==> src/rtl/adder_pkg.sv <==
// Shared definitions for the pipelined ripple-carry adder family:
// operation encodings and the segment-geometry check.
package adder_pkg;

  localparam logic OP_ADD = 1'b0;
  localparam logic OP_SUB = 1'b1;

  // True when the operand width splits into equal, non-empty segments.
  function automatic bit width_ok(input int width, input int stages);
    return (stages >= 1) && (width >= stages) && ((width % stages) == 0);
  endfunction

endpackage

==> src/rtl/fa.sv <==
// One-bit full adder cell.
module fa (
  input  logic a,
  input  logic b,
  input  logic ci,
  output logic s,
  output logic co
);

  assign s  = a ^ b ^ ci;
  assign co = (a & b) | (ci & (a ^ b));

endmodule

==> src/rtl/rca_seg.sv <==
// Combinational N-bit ripple-carry segment built from fa cells; also exposes
// the carry into its top bit so the final segment can derive signed overflow.
module rca_seg #(
  parameter int N = 8
) (
  input  logic [N-1:0] a,
  input  logic [N-1:0] b,
  input  logic         ci,
  output logic [N-1:0] s,
  output logic         co,
  output logic         c_msb_in
);

  logic [N:0] c;

  assign c[0] = ci;

  for (genvar gi = 0; gi < N; gi++) begin : g_bit
    fa u_fa (
      .a  (a[gi]),
      .b  (b[gi]),
      .ci (c[gi]),
      .s  (s[gi]),
      .co (c[gi+1])
    );
  end

  assign co       = c[N];
  assign c_msb_in = c[N-1];

endmodule

==> src/rtl/rca_pipe.sv <==
// Pipelined ripple-carry adder/subtractor: one SEG-bit segment per stage, carry
// registered between stages, global stall when the result is not taken.
module rca_pipe
  import adder_pkg::*;
#(
  parameter int WIDTH  = 32,
  parameter int STAGES = 4
) (
  input  logic             clk,
  input  logic             reset_n,
  input  logic             in_valid,
  output logic             in_ready,
  input  logic [WIDTH-1:0] a,
  input  logic [WIDTH-1:0] b,
  input  logic             ci,
  input  logic             sub,
  output logic             out_valid,
  input  logic             out_ready,
  output logic [WIDTH-1:0] s,
  output logic             co,
  output logic             ovf
);

  localparam int SEG = WIDTH / STAGES;

  if (!width_ok(WIDTH, STAGES)) begin : g_bad_cfg
    $fatal(1, "rca_pipe: WIDTH must be a positive multiple of STAGES");
  end

  logic             adv;
  logic [WIDTH-1:0] b_eff;
  logic             c0;

  assign adv      = !out_valid || out_ready;
  assign in_ready = adv;
  assign b_eff    = (sub == OP_SUB) ? ~b : b;
  assign c0       = (sub == OP_SUB) ? 1'b1 : ci;

  for (genvar gi = 0; gi < STAGES; gi++) begin : g_stage
    // Operand bits still unconsumed on entry, and result bits known on exit.
    localparam int REM  = WIDTH - gi * SEG;
    localparam int DONE = (gi + 1) * SEG;

    logic [REM-1:0]  a_rem;
    logic [REM-1:0]  b_rem;
    logic            c_in;
    logic            v_in;
    logic [SEG-1:0]  s_seg;
    logic            c_out;
    logic [DONE-1:0] sum_next;
    logic [DONE-1:0] sum_reg;
    logic            c_reg;
    logic            v_reg;

    if (gi == 0) begin : g_first
      assign a_rem    = a;
      assign b_rem    = b_eff;
      assign c_in     = c0;
      assign v_in     = in_valid;
      assign sum_next = s_seg;
    end else begin : g_next
      assign a_rem    = g_stage[gi-1].g_skew.a_reg;
      assign b_rem    = g_stage[gi-1].g_skew.b_reg;
      assign c_in     = g_stage[gi-1].c_reg;
      assign v_in     = g_stage[gi-1].v_reg;
      assign sum_next = {s_seg, g_stage[gi-1].sum_reg};
    end

    if (gi == STAGES - 1) begin : g_last
      logic c_msb;
      logic ovf_reg;

      rca_seg #(.N(SEG)) u_seg (
        .a        (a_rem[SEG-1:0]),
        .b        (b_rem[SEG-1:0]),
        .ci       (c_in),
        .s        (s_seg),
        .co       (c_out),
        .c_msb_in (c_msb)
      );

      always_ff @(posedge clk) begin
        if (!reset_n) begin
          ovf_reg <= 1'b0;
        end else if (adv) begin
          ovf_reg <= c_msb ^ c_out;
        end
      end
    end else begin : g_mid
      logic c_msb_unused;

      rca_seg #(.N(SEG)) u_seg (
        .a        (a_rem[SEG-1:0]),
        .b        (b_rem[SEG-1:0]),
        .ci       (c_in),
        .s        (s_seg),
        .co       (c_out),
        .c_msb_in (c_msb_unused)
      );
    end

    // Upper operand slices ride alongside until their stage is reached.
    if (gi < STAGES - 1) begin : g_skew
      logic [REM-SEG-1:0] a_reg;
      logic [REM-SEG-1:0] b_reg;

      always_ff @(posedge clk) begin
        if (!reset_n) begin
          a_reg <= '0;
          b_reg <= '0;
        end else if (adv) begin
          a_reg <= a_rem[REM-1:SEG];
          b_reg <= b_rem[REM-1:SEG];
        end
      end
    end

    always_ff @(posedge clk) begin
      if (!reset_n) begin
        sum_reg <= '0;
        c_reg   <= 1'b0;
        v_reg   <= 1'b0;
      end else if (adv) begin
        sum_reg <= sum_next;
        c_reg   <= c_out;
        v_reg   <= v_in;
      end
    end
  end

  assign out_valid = g_stage[STAGES-1].v_reg;
  assign s         = g_stage[STAGES-1].sum_reg;
  assign co        = g_stage[STAGES-1].c_reg;
  assign ovf       = g_stage[STAGES-1].g_last.ovf_reg;

endmodule

==> config.mk <==
export PLATFORM = sky130hd
export DESIGN_NAME = rca_pipe
export DESIGN_NICKNAME = d
export VERILOG_FILES = /design/src/rtl/adder_pkg.sv /design/src/rtl/fa.sv /design/src/rtl/rca_seg.sv /design/src/rtl/rca_pipe.sv
export SDC_FILE = /design/constraint.sdc
export NUM_CORES = 1
export LEC_CHECK = 0
export ABC_AREA = 1
export CAP_MARGIN = 10
export CORE_ASPECT_RATIO = 0.9
export CORE_MARGIN = 2
export CORE_UTILIZATION = 50
export CTS_CLUSTER_DIAMETER = 120
export DETAILED_ROUTE_END_ITERATION = 10
export PLACE_DENSITY_LB_ADDON = 0.1
export SLEW_MARGIN = 20
export SYNTH_ARGS = -nofsm -noshare
export SYNTH_HDL_FRONTEND = slang
export SYNTH_SLANG_ARGS = --single-unit
==> constraint.sdc <==
create_clock -name clk -period 11.1 [get_ports clk]
set_input_delay 2.22 -clock clk [delete_from_list [all_inputs] [get_ports clk]]
set_output_delay 2.22 -clock clk [all_outputs]
set_load 0.01 [all_outputs]
==> metrics.csv <==
stage;metric;value;unit
layout;Fillers;1486;
routing;DRT iter0 DRCs;426;
place;Placer Congestion;0.746;
timing;fin worst setup slack;4.36;ns
synthesis;synthesized cell area;0.00826;mm^2
power;Sw Pwr;0.000389;W
min_path;Worst Hold Class;reg -> reg;
routing;DRC violations left;0;
place;Detail Placement HPWL;10200;um
floorplan;starting density of the core;51.2;%
layout;antenna cells;0;
critical_path;Crit-path slowest cell;nand2_4;
floorplan;core area;0.0161;mm^2
layout;share of cells above drive strength 1;3.96;%
power;Leak;4.17;nW
synthesis;Synth Area in XOR/XNOR;0.849;%
critical_path;max incr delay on CP;0.72;ns
synthesis;post-synthesis instance total;1036;
power;share of total power in the clock network;37.8;%
layout;Finished Cell Area;0.00979;mm^2
critical_path;Crit Path Max Fanout;84;
global_routing;first-pass GRT wire length;27800;um
timing;unrepaired setup endpoints after global routing;false;
synthesis;register bit count reported by yosys;185;
synthesis;Ys Warns;0;
power;IR drop worst, VDD;0.123;mV
clock_tree;Max Root-Sink Buffers;2;
power;Reg power frac;48.7;%
power;Sw Share;25.5;%
clock_tree;Post-CTS Setup Inserts;0;
timing;pins over their slew limit;0;
routing;DRT antenna net count;0;
synthesis;Compound-Gate Fraction of Synth Area;13.3;%
synthesis;mux contribution to synthesized area;0;%
place;Place WS;4.34;ns
global_routing;gr usage total;19.6;%
status;status;complete, no violations;
timing;WHS;0.463;ns
synthesis;Adder-Cell Fraction of Synth Area;7.76;%
synthesis;Synth Area per Inst;7.97;um^2
routing;DRT Wirelength;16300;um
floorplan;chip height;126;um
timing;Worst Tran Pin Value;0.963;ns
critical_path;critical path type;in -> out;
global_routing;largest net degree at the start of global routing;97;
critical_path;Critical Path Most Common Cell;clkdlybuf4s50_1;
floorplan;row cnt;44;
timing;# setup viols final;0;
synthesis;register area share after synthesis;44.9;%
flow_run;max cap viols;0;
clock_tree;hold_buf cts;0;
power;Internal Power;0.00113;W
critical_path;crit path DAT;4.52;ns
routing;DR pass1 iterations;4;
layout;final net count;1201;
power;Logic pwr share;13.6;%
critical_path;Setup crit end kind;primary output;
power;Pwr Total;0.00152;W
clock_tree;Clock transition at path regs;0.06;ns
synthesis;largest family of logic cells by synthesized area;simple AND/OR/NAND/NOR gates;
timing;Max Clock Freq;0.148;GHz
routing;DR vias;6192;
synthesis;syn_nets;1138;
routing;vias per cell;4.69;
critical_path;buffer and inverter count on the worst path;3;
place;IO buf count;105;
timing;Final min period;6.74;ns
timing;Final Skew;0.0106;ns
clock_tree;CTS tree;done;
place;Post-DP Area;0.00923;mm^2
critical_path;CP top delay family;buffers and inverters;
clock_tree;H-tree Lvls;4;
floorplan;die area;0.0176;mm^2
clock_tree;CTS buffer count;17;
global_routing;GR Overflow Total;0;
global_routing;number of global-route vias before repair;5785;
timing;relative slew slack;35.8;%
floorplan;Die X;139;um
clock_tree;post-cts resize count;0;
timing;setup TNS;0;ns
synthesis;Post-Synth Simple-Gate Area;25.0;%
routing;Routed WL per cell;12.3;um
global_routing;initial antenna violation count;0;
layout;area delta synth->final;18.6;%
clock_tree;clock root buffer;clkbuf_16;
clock_tree;worst skew pair latency;0.44;ns
critical_path;crit path cell chain;clkdlybuf4s50_1, inv_2, nand2_4, clkdlybuf4s50_1;
timing;Hold Vio Cnt, Final;0;
clock_tree;TritonCTS Sinks;185;
synthesis;number of distinct library cells after synthesis;19;
critical_path;startpoint types;primary input;
floorplan;Boundary Pins;106;
power;Pwr Density;156;mW/mm^2
critical_path;worst path required time;8.88;ns
timing;Tcrit/Tclk final;60.7;%
==> cell usage in the layout, fill, tap and decap left out, drive strengths merged <==
cell / instances
nor2: 370
dfxtp: 185
o21bai: 146
nand2: 127
clkdlybuf4s50: 105
inv: 76
fa: 32
nand3b: 23
clkbuf: 18
clkinv: 9
xnor2: 7
buf: 7
nand3: 2
clkinvlp: 2
xor2: 1
a21oi: 1
bufinv: 1
==> cell usage after synthesis (all sizes together) <==
cell type | instances | area [um^2]
a21oi | 1 | 5.00
nand2 | 127 | 479
dfxtp | 185 | 3700
inv | 74 | 278
nand3b | 23 | 173
fa | 32 | 641
xor2 | 1 | 8.76
nor2 | 370 | 1410
o21bai | 146 | 1100
nand3 | 2 | 10.0
buf | 41 | 295
xnor2 | 7 | 61.3
clkbuf | 27 | 101
==> stage by stage <==
stage          utilization [%]  instances
2_1_floorplan                -       1036
3_3_place_gp              57.2       1287
3_5_place_dp              57.2       1287
4_1_cts                   60.7       1319
5_1_grt                   60.7       1319
6_report                  60.7       1319
==> worst reg2reg max path: cells and delay by family (launching register included) <==
family                     cells  cell delay (ns)
adders and majority gates      8             3.36
buffers and inverters          4             0.31
DFF                            1             0.30
and+or+nand+nor                2             0.17
==> per-layer routing <==
metal,wire length (um),track usage (%)
met4,143,5.88
met5,0,0
met2,6480,26.5
met1,8830,30.5
met3,826,5.06
==> final cells by class <==
type / count / area (um^2) / area share (%)
Multi-Input combinational cell: 709 / 3880 / 39.7
Sequential cell: 185 / 3700 / 37.8
Timing Repair Buffer: 112 / 1100 / 11.3
Clock buffer: 18 / 439 / 4.49
Inverter: 74 / 279 / 2.85
Tap cell: 207 / 259 / 2.65
Clock inverter: 14 / 123 / 1.25
==> final timing paths <==
path,start,end,slack (ns),cells past startpoint
worst max register to register,g_stage[1].c_reg$_SDFFE_PN0P_,g_stage[2].sum_reg[23]$_SDFFE_PN0P_,6.90,14
worst min-delay path,g_stage[2].v_reg$_SDFFE_PN0P_,out_valid$_SDFFE_PN0P_,0.46,2
worst max-delay path,out_ready,in_ready,4.36,4
worst min register to register,g_stage[2].v_reg$_SDFFE_PN0P_,out_valid$_SDFFE_PN0P_,0.46,2
==> power by group through the flow <==
| stage | sequential (W) | combinational (W) | clock [W] |
|---|---|---|---|
| 3_5_place_dp | 0.000756 | 0.000206 | 0 |
| 4_1_cts | 0.000741 | 0.000208 | 0.000590 |
| 2_1_floorplan | 0.000753 | 0.000132 | 0 |
| 5_1_grt | 0.000748 | 0.000235 | 0.000618 |
| 3_3_place_gp | 0.000756 | 0.000204 | 0 |
| 6_report | 0.000741 | 0.000206 | 0.000575 |
==> kinds of logic after synthesis <==
logic type	count (synthesis)
AO/OA/AOI/OAI	147
flip-flops	185
adder cells (fa/ha/maj)	32
buffers and inverters	142
XOR/XNOR	8
AND/OR/NAND/NOR	522
No activity file was read; power rests on OpenSTA's default activity.
